[src/rtl/bullet_collision_scanner.sv]
// rtl/bullet_collision_scanner.sv - per-frame enemy-bullet vs player hitbox scanner
module bullet_collision_scanner #(
  parameter int N_SLOTS   = 32,
  parameter int COORD_W   = 10,
  parameter int HIT_RANGE = 5,
  localparam int AW       = (N_SLOTS > 1) ? $clog2(N_SLOTS) : 1
) (
  input  logic               clk,
  input  logic               hard_reset_n,
  input  logic               game_en,
  input  logic               game_reset,
  input  logic               frame_tick,
  input  logic               invuln,
  input  logic [COORD_W-1:0] player_x,
  input  logic [COORD_W-1:0] player_y,
  output logic [AW-1:0]      slot_addr,
  output logic               slot_rd,
  input  logic               slot_valid,
  input  logic [COORD_W-1:0] slot_x,
  input  logic [COORD_W-1:0] slot_y,
  output logic               collision,
  output logic               hit_clear,
  output logic [AW-1:0]      hit_slot,
  output logic               busy,
  output logic [7:0]         overrun_cnt
);

  typedef enum logic [1:0] {S_IDLE, S_SCAN, S_DRAIN, S_REPORT} state_e;

  localparam logic [COORD_W:0] HIT_R    = (COORD_W+1)'(HIT_RANGE);
  localparam logic [AW-1:0]    LAST_IDX = AW'(N_SLOTS - 1);

  state_e             state_q, state_d;
  logic [AW-1:0]      addr_q, addr_d;
  logic               cmp_vld_q, cmp_vld_d;
  logic [AW-1:0]      cmp_idx_q, cmp_idx_d;
  logic               hit_found_q, hit_found_d;
  logic [AW-1:0]      hit_idx_q, hit_idx_d;
  logic [AW-1:0]      hit_slot_q, hit_slot_d;
  logic [COORD_W-1:0] px_q, px_d, py_q, py_d;
  logic               inv_q, inv_d;
  logic               en_q, en_d;
  logic [7:0]         ovr_q, ovr_d;

  logic [COORD_W:0]   dx, dy, adx, ady;
  logic               hit_now;
  logic               report;

  // Distance test on the slot data returned for the previous cycle's address.
  // One extra bit keeps the difference from wrapping at the coordinate limits.
  always_comb begin
    dx      = {1'b0, px_q} - {1'b0, slot_x};
    dy      = {1'b0, py_q} - {1'b0, slot_y};
    adx     = dx[COORD_W] ? (~dx + (COORD_W+1)'(1)) : dx;
    ady     = dy[COORD_W] ? (~dy + (COORD_W+1)'(1)) : dy;
    hit_now = cmp_vld_q && slot_valid && (adx <= HIT_R) && (ady <= HIT_R);
  end

  // Report is gated by the live game_en so a mid-scan stop suppresses it.
  always_comb begin
    report      = (state_q == S_REPORT) && hit_found_q && !inv_q && en_q && game_en;
    collision   = report;
    hit_clear   = report;
    hit_slot    = report ? hit_idx_q : hit_slot_q;
    slot_rd     = (state_q == S_SCAN);
    slot_addr   = addr_q;
    busy        = (state_q != S_IDLE);
    overrun_cnt = ovr_q;
  end

  // Next-state logic: scan sequencing, first-hit capture, overrun counting.
  always_comb begin
    state_d     = state_q;
    addr_d      = addr_q;
    cmp_vld_d   = (state_q == S_SCAN);
    cmp_idx_d   = addr_q;
    hit_found_d = hit_found_q;
    hit_idx_d   = hit_idx_q;
    hit_slot_d  = hit_slot_q;
    px_d        = px_q;
    py_d        = py_q;
    inv_d       = inv_q;
    en_d        = en_q;
    ovr_d       = ovr_q;

    if (hit_now && !hit_found_q) begin
      hit_found_d = 1'b1;
      hit_idx_d   = cmp_idx_q;
    end

    case (state_q)
      S_IDLE: begin
        if (frame_tick && game_en) begin
          state_d     = S_SCAN;
          addr_d      = '0;
          px_d        = player_x;
          py_d        = player_y;
          inv_d       = invuln;
          en_d        = game_en;
          hit_found_d = 1'b0;
          hit_idx_d   = '0;
        end
      end
      S_SCAN: begin
        addr_d = addr_q + AW'(1);
        if (addr_q == LAST_IDX) state_d = S_DRAIN;
      end
      S_DRAIN: begin
        state_d = S_REPORT;
      end
      S_REPORT: begin
        state_d = S_IDLE;
        if (report) hit_slot_d = hit_idx_q;
      end
      default: state_d = S_IDLE;
    endcase

    if (frame_tick && (state_q != S_IDLE) && (ovr_q != 8'hFF)) ovr_d = ovr_q + 8'd1;
  end

  // State register; game_reset clears synchronously with the same effect as reset.
  always_ff @(posedge clk or negedge hard_reset_n) begin
    if (!hard_reset_n) begin
      state_q     <= S_IDLE;
      addr_q      <= '0;
      cmp_vld_q   <= 1'b0;
      cmp_idx_q   <= '0;
      hit_found_q <= 1'b0;
      hit_idx_q   <= '0;
      hit_slot_q  <= '0;
      px_q        <= '0;
      py_q        <= '0;
      inv_q       <= 1'b0;
      en_q        <= 1'b0;
      ovr_q       <= '0;
    end else if (game_reset) begin
      state_q     <= S_IDLE;
      addr_q      <= '0;
      cmp_vld_q   <= 1'b0;
      cmp_idx_q   <= '0;
      hit_found_q <= 1'b0;
      hit_idx_q   <= '0;
      hit_slot_q  <= '0;
      px_q        <= '0;
      py_q        <= '0;
      inv_q       <= 1'b0;
      en_q        <= 1'b0;
      ovr_q       <= '0;
    end else begin
      state_q     <= state_d;
      addr_q      <= addr_d;
      cmp_vld_q   <= cmp_vld_d;
      cmp_idx_q   <= cmp_idx_d;
      hit_found_q <= hit_found_d;
      hit_idx_q   <= hit_idx_d;
      hit_slot_q  <= hit_slot_d;
      px_q        <= px_d;
      py_q        <= py_d;
      inv_q       <= inv_d;
      en_q        <= en_d;
      ovr_q       <= ovr_d;
    end
  end

endmodule

[config.mk]
export PLATFORM = sky130hd
export DESIGN_NAME = bullet_collision_scanner
export DESIGN_NICKNAME = d
export VERILOG_FILES = /design/src/rtl/bullet_collision_scanner.sv
export SDC_FILE = /design/constraint.sdc
export NUM_CORES = 1
export LEC_CHECK = 0
export ABC_CLOCK_PERIOD_IN_PS = 8400
export CAP_MARGIN = 30
export CORE_MARGIN = 4
export CORE_UTILIZATION = 50
export DETAILED_ROUTE_END_ITERATION = 10
export HOLD_SLACK_MARGIN = 0.02
export PLACE_DENSITY = 0.76
export RECOVER_POWER = 25
export SETUP_SLACK_MARGIN = 0.05
export SYNTH_ARGS = -nofsm -noshare
export SYNTH_HDL_FRONTEND = slang
export SYNTH_SLANG_ARGS = --single-unit
[constraint.sdc]
create_clock -name clk -period 8.4 [get_ports clk]
set_input_delay 2.1 -clock clk [delete_from_list [all_inputs] [get_ports clk]]
set_output_delay 2.1 -clock clk [all_outputs]
set_load 0.02 [all_outputs]
[After elaboration in Yosys (flattened, before gate mapping)]
Index checks and enable logic that the tools add are counted.
Word-level totals
  bits in registers: 54
  output and inout port bits: 22
  logic and storage cells: 88
Cells by class
  add/subtract/negate cells: 6
  magnitude comparators: 2
  equal/unequal tests: 7
  mux-type cells: 36
  bitwise logic cells: 2
  reductions and logical operators: 23
Operators with widths (count)
  10-bit two-way mux: 6
  5-bit two-way mux: 10
  11-bit by 1-bit adder with 11-bit output (second input constant): 2
  11-bit by 3-bit less-or-equal comparator with 1-bit output (second input constant): 2
  11-bit two-way mux: 2
  11-bit NOT: 2
  10-bit by 10-bit subtractor with 11-bit output: 2
  8-bit two-way mux: 2
  1-bit logical AND: 11
  1-bit two-way mux: 11
  5-bit case mux with 2 select lines: 1
  2-bit nonzero test: 5
  8-bit by 1-bit adder with 8-bit output (second input constant): 1
  8-bit != test (second input constant): 1
  2-bit case mux with 4 select lines: 1
  2-bit two-way mux: 3
  2-bit AND reduction: 3
  5-bit by 1-bit adder with 5-bit output (second input constant): 1
  5-bit equality test (second input constant): 1
  2-bit equality test (second input constant): 2
  3-bit by 2-bit != test with 1-bit output (second input constant): 1
  3-bit != test (second input constant): 1
  3-bit nonzero test: 1
  2-bit by 1-bit equality test with 1-bit output (second input constant): 1
  other kinds (2): 3

[Depth between registers and ports, before layout]
Gate-level depths: netlist of run 1.
  depth in word-level cells: 12
  gate-level depth with buffers: 15
  depth with buffers taken out: 14

[Worst setup path after synthesis of run 1]
No wires, ideal clock.
  path type: input -> output
  from: input game_en
  to: output hit_slot[0]
  arrival time: 2.818 ns
  setup slack: 3.482 ns
  cell stages on the path: 4
  path buffers: 0
  path through: nand4_1 > inv_1 > nand2_1 > nand2_1
Between the ends
  word-level cells in the longest chain between the ends: 2
RTL lines
  start, declared: line 10  | input logic game_en,
  1-bit logical AND: line 61  | report = (state_q == S_REPORT) && hit_found_q && !inv_q && en_q && game_en;
  via collision: line 21  | output logic collision,
  5-bit two-way mux
  end, declared: line 23  | output logic [AW-1:0] hit_slot,
The timed path passes the listed nets, and every way through them passes these cells.

[Worst setup path in the final report of run 1]
  from: input game_en
  to: output hit_slot[4]
Between the ends
  word-level cells in the longest chain between the ends: 2
RTL lines (line)
  1-bit logical AND: 61
  5-bit two-way mux
Every way passes these cells.

==> metrics.txt, run 1 <==
status=complete, but fails checks; failing checks=capacitance limit, slew limit; fin worst setup slack=2320 ps; Nets=573; Placed Area=0.00466 mm²; Crit path buffers/inverters=3; post-cts sizing count=0; power per cell area=170 mW/mm²; Avg Synthesized Cell Area=8.99 µm²; design area=0.00474 mm²; # setup viols final=0; EDFF count, synth=0; Fin Setup TNS=0 ps; Worst-path clk slew=100 ps; number of max-cap violations=1; critical path, cell by cell=clkdlybuf4s50_1 > nand4_1 > inv_1 > nand2_1 > nand2_1 > clkdlybuf4s50_1; Worst Tran Pin Value=2900 ps; cell family with most CP delay=buffers and inverters; Leakage=0.00217 µW; H-tree depth=2; Area growth syn-to-layout=21.0%; die area=0.00932 mm²; Core ar.=0.00769 mm²; Worst path slowest cell=clkdlybuf4s50_1; Clock Tree Root=clkbuf_8; CP arrival=3980 ps; TritonRoute pass-1 iters=5; metal3 WL=349 µm; CP required=6300 ps; Ports=69; Cell variety after synth=65; Synth Cell Area=0.00392 mm²; GRT Util Overall=21.1%; post-route ant nets=0; met2 WL=4530 µm; critical path class=input pin to output port; DRC viols=0; IO Port Bufs=68; Final Skew=5.90 ps; critical path fanouts, max=7; Clk Latency, worst-skew pair=310 ps; final slew viol count=55; Initial Util=51.0%; vias per cell=5.76; post-CTS setup buffers=0; largest net degree at the start of global routing=55; crit end category=output port; layout cells sized above 1=4.44%; CTS tree=yes; clock sinks=54; initial drt markers=165; initial antenna violation count=0; crit share post-route=72.3%; RePlAce Congestion=0.849; hold_buf cts=0; VDD IR max=0.143 mV; unrepaired setup endpoints after global routing=false; highest metal layer with signal wires=met4; chip width=96.5 µm; Final HPWL DP=6930 µm; Post-Synthesis Cells=436; crit path launch type=input pin; YS warnings=0; Clock Tree Buf Depth=2; worst relative slew slack=-93.5%; metal1 wirelength=4240 µm; Seq cells post-synth=54; ys async rst share=100%; ANT cells=0; CP peak stage delay=620 ps; pre-CTS WS=2340 ps; synthesized net count=514; chip height=96.5 µm; vias in the first global route=3348; Hold/Removal Path Class=register to register; cts bufs inserted=5; first-pass GRT wire length=15700 µm; global route overflow=0; fmax=165 MHz; top_reg_cell synth=dfrtp_1; Std-Cell Rows=32; minimum clock period after layout=6080 ps; routed len/inst=15.5 µm; Total Routed Length=9260 µm; sequential fraction of the synthesis area=34.5%; via count=3445; Fin. Hold Viols=0
==> worst register-to-register path, delay by kind of cell, from the launching register on <==
| kind | cells | cell delay [ps] |
|---|---|---|
| simple gates | 4 | 1370 |
| xor+xnor | 1 | 350 |
| fa+ha+maj | 2 | 620 |
| flops | 1 | 370 |
| buf+inv | 2 | 160 |
| compound gates | 3 | 590 |
==> area by class of cell <==
cell class | count | area [µm²]
Sequential cell | 54 | 1350
Inverter | 36 | 135
Fill cell | 700 | 2950
Clock inverter | 3 | 18.8
Tap cell | 102 | 128
Clock buffer | 5 | 68.8
Multi-Input combinational cell | 327 | 2340
Timing Repair Buffer | 71 | 694
==> per-stage QoR <==
stage / hold WS (ps) / total power [µW] / utilization, % / instances
finish: 522 / 805 / 61.7 / 598
detailed placement: 498 / 659 / 60.6 / 590
CTS: 525 / 809 / 61.7 / 598
global placement: 495 / 649 / 60.6 / 590
floorplan: 474 / 558 / - / 436
global route: 538 / 868 / 61.7 / 598
==> cells in the mapped netlist (all sizes together) (3+ instances only) <==
cell type,n,area [µm²]
a31oi,3,18.8
dfrtp,54,1350
and3,8,50.1
o21ai,12,60.1
a311oi,3,43.8
or3,5,31.3
nand2b,8,50.1
nor3,7,35.0
a21o,3,22.5
o2111ai,3,26.3
nand3,13,65.1
a211oi,6,50.1
inv,36,135
nand4,12,75.1
clkbuf,11,41.3
xor2,15,131
a21oi,29,149
o21a,6,52.6
xnor2,8,70.1
mux2i,5,50.1
a22o,21,184
o31ai,6,45.0
nor2b,19,119
ha,29,363
nand3b,3,22.5
nor2,26,97.6
buf,8,51.3
nand2,37,139
==> layer usage <==
metal | GRT usage, % | up-vias
met5 | 0 | -
met4 | 5.26 | 0
met2 | 35.5 | 78
met1 | 28.7 | 1664
met3 | 2.87 | 11
li1 | - | 1692
==> flip-flops by register name, summed over array words and instances (netlist names) <==
signal       cells
slot_addr        5
cmp_vld_q        1
hit_found_q      1
inv_q            1
hit_idx_q        5
cmp_idx_q        5
state_q          2
overrun_cnt      8
hit_slot_q       5
en_q             1
px_q            10
py_q            10
==> cell families after synthesis <==
kind of cell / after synthesis / synth area share [%]
adders and majority gates: 31 / 10.3
xor gates and xnor gates: 23 / 5.14
DFF: 54 / 34.5
muxes: 7 / 1.85
and+or+nand+nor: 153 / 20.7
buffers and inverters: 55 / 5.81
AOI/OAI and AO/OA: 113 / 21.7
==> cells in the final DEF (no fill, tap or decap), drive strengths merged, types with 7 or more instances in the layout <==
master         count
a21oi             29
a22o              21
and3               8
clkdlybuf4s50     67
dfrtp             54
ha                29
inv               37
nand2             37
nand2b             8
nand3             13
nand4             12
nor2              26
nor2b             19
nor3               7
o21ai             12
xnor2              8
xor2              15
==> report_power, final <==
| part | internal (µW) | switching [µW] | leakage (µW) |
|---|---|---|---|
| combinational | 157 | 201 | 0.00138 |
| sequential | 282 | 18.7 | 0.000745 |
| clock | 59.0 | 87.7 | 0.0000483 |
==> worst paths after layout <==
path / start / to / slack, ps / depth (start not counted)
worst max-delay path: game_en / hit_slot[4] / 2320 / 6
worst min-delay path: px_q[8]$_DFFE_PN0P_ / px_q[8]$_DFFE_PN0P_ / 520 / 1
worst max register to register: px_q[0]$_DFFE_PN0P_ / hit_idx_q[0]$_DFF_PN0_ / 4790 / 12
worst min register to register: px_q[8]$_DFFE_PN0P_ / px_q[8]$_DFFE_PN0P_ / 520 / 1
max in group asynchronous: hard_reset_n / hit_found_q$_DFF_PN0_ / 3940 / 2
min in group asynchronous: hard_reset_n / px_q[3]$_DFFE_PN0P_ / 2810 / 2
Power figures use the tool's default switching activity.
==> inputs of run 2 (changes only) <==
Settings changed: ABC_CLOCK_PERIOD_IN_PS 8400 to 5370, CORE_UTILIZATION 50 to 49, PLACE_DENSITY 0.76 to 0.78.
Clock period 8.4 ns to 5.37 ns, I/O delays scaled along.
==> run 2 against run 1 <==
Net effect:
- the run still ends with capacitance limit, slew limit left
- wire length is 1.4% lower
- design area about the same
- non-clock buffer count unchanged
- combinational power rose by 56%
- cell count shrank 0.17%
- die area grew 1.9%
- flip-flop and latch count unchanged
- clock power rose by 61%
- global-route usage is 1.4 points lower
- setup slack got worse by 1500 ps
- critical path type unchanged
- largest power group unchanged
==> metrics.txt, run 2 (synthesis results as in run 1) <==
RR Startpoint=px_q[0]$_DFFE_PN0P_; worst hold path cell count=1 (unchanged); CP required=4030 ps (-2270 ps); hold_buf cts=0 (unchanged); Clk Latency, worst-skew pair=310 ps (about the same); critical path, cell by cell=clkdlybuf4s50_1 > nand4_1 > inv_1 > nand2_1 > nand2_1 > clkdlybuf4s50_1; TritonRoute pass-1 iters=4 (-1); Initial Util=50.4% (-0.53 points); minimum clock period after layout=4550 ps; commonest cells after routing, fill and taps aside=clkdlybuf4s50_1 (67), dfrtp_1 (54), nand2_1 (37), inv_1 (36), ha_1 (29); worst relative slew slack=-94.9% (-1.4 points); CP peak stage delay=630 ps (about the same); post-cts sizing count=0 (unchanged); CP arrival=3210 ps (-770 ps); layout cells sized above 1=4.24% (-0.19 points); ANT cells=0 (unchanged); post-route ant nets=0 (unchanged); power per cell area=267 mW/mm² (+57%); GRT Util Overall=19.6% (-1.4 points); final slew viol count=55 (unchanged); Worst path slowest cell=clkdlybuf4s50_1; Clock Tree Root=clkbuf_8; unrepaired setup endpoints after global routing=false; Leakage=0.00217 µW (-0.15%); global route overflow=0 (unchanged); Core ar.=0.00777 mm² (+1.0%); Ports=69 (unchanged); largest net degree at the start of global routing=55 (unchanged); critical path fanouts, max=7 (unchanged); Std-Cell Rows=32 (unchanged); crit share post-route=84.8%; Worst Tran Pin Value=2920 ps (+20.9 ps); Worst-path clk slew=100 ps (about the same); Nets=573 (unchanged); cell family with most CP delay=buffers and inverters; reg2reg path depth=12 (unchanged); chip height=97.4 µm (+0.93%); RePlAce Congestion=0.880 (+3.6%); IO Port Bufs=68 (unchanged); chip width=97.4 µm (+0.93%); placed cell count=590 (unchanged); initial drt markers=117 (-29%); crit end category=output port; failing checks=capacitance limit, slew limit; crit path launch type=input pin; Hold/Removal Path Class=register to register; number of max-cap violations=1 (unchanged); initial antenna violation count=0 (unchanged); die area=0.00949 mm² (+1.9%); r2r endpoint=hit_idx_q[1]$_DFF_PN0_; routed len/inst=15.3 µm (-1.2%); via count=3361 (-2.4%); Crit path buffers/inverters=3 (unchanged); status=complete, but fails checks; Fin. Hold Viols=0 (unchanged); Final HPWL DP=7010 µm (+1.2%); final cell count without fillers=597 (-0.17%); Total Routed Length=9140 µm (-1.4%); CTS tree=yes; clock sinks=54 (unchanged); Fin Setup TNS=0 ps (unchanged); first-pass GRT wire length=15700 µm (about the same); post-CTS setup buffers=0 (unchanged); worst hold endpoint=px_q[3]$_DFFE_PN0P_; vias in the first global route=3416 (+2.0%); cts bufs inserted=5 (unchanged); Area growth syn-to-layout=21.0% (about the same); Final Skew=6.19 ps (+0.287 ps); H-tree depth=2 (unchanged); FF-to-FF setup slack=1890 ps (-2900 ps); # setup viols final=0 (unchanged); vias per cell=5.63 (-2.3%); fmax=220 MHz; critical path class=input pin to output port; VDD IR max=0.213 mV (+49%); hold_sp=px_q[3]$_DFFE_PN0P_; commonest non-fill, non-tap cell in the layout=clkdlybuf4s50_1; Clock Tree Buf Depth=2 (unchanged); Final Util=61.0% (-0.65 points); DRC viols=0 (unchanged)
-- run 2: cell count changes in the layout (fill, tap and decap cells not counted), sizes merged --
cell	delta
clkinv	-2
inv	+1
-- run 2: power by group --
part | leakage (µW) | switching (µW) | internal (µW) | total (µW)
sequential | 0.000745 | 29.9 | 442 | 471
clock | 0.0000450 | 144 | 93.2 | 237
combinational | 0.00138 | 312 | 246 | 557
total | 0.00217 | 486 | 780 | 1270
-- run 2: final cells by class --
cell class                 instances  area (µm²)
timing repair buffer              71         694
clock inverter                     2        17.5
clock buffer                       5        68.8
sequential                        54        1350
tap                              102         128
inverter                          36         135
fill                             695        3030
multi-input combinational        327        2340
-- run 2: how the worst max path moves through the flow --
stage | startpoint | end | slack, ps | cells past startpoint
finish | game_en | hit_slot[4] | 820 | 6
floorplan | slot_x[0] | hit_idx_q[0]$_DFF_PN0_ | 1320 | 12
global route | slot_x[0] | hit_idx_q[0]$_DFF_PN0_ | 560 | 12
global placement | slot_x[0] | hit_idx_q[0]$_DFF_PN0_ | 680 | 12
CTS | game_en | hit_slot[4] | 790 | 6
detailed placement | slot_x[0] | hit_idx_q[1]$_DFF_PN0_ | 490 | 12
-- run 2: layer usage --
| layer | global-route usage, % | wire (µm) |
|---|---|---|
| met1 | 26.1 | 4220 |
| met2 | 33.5 | 4430 |
| met4 | 5.11 | 153 |
| met5 | 0 | 0 |
| met3 | 2.94 | 329 |
-- run 2: through the flow --
stage | total power (µW) | hold slack (ps) | area (µm²) | setup WS [ps]
after floorplan | 874 | 474 | 3920 | 1320
after global placement | 1010 | 496 | 4660 | 675
after detailed placement | 1030 | 500 | 4660 | 493
after CTS | 1270 | 525 | 4740 | 790
after global routing | 1360 | 541 | 4740 | 557
final | 1270 | 524 | 4740 | 817
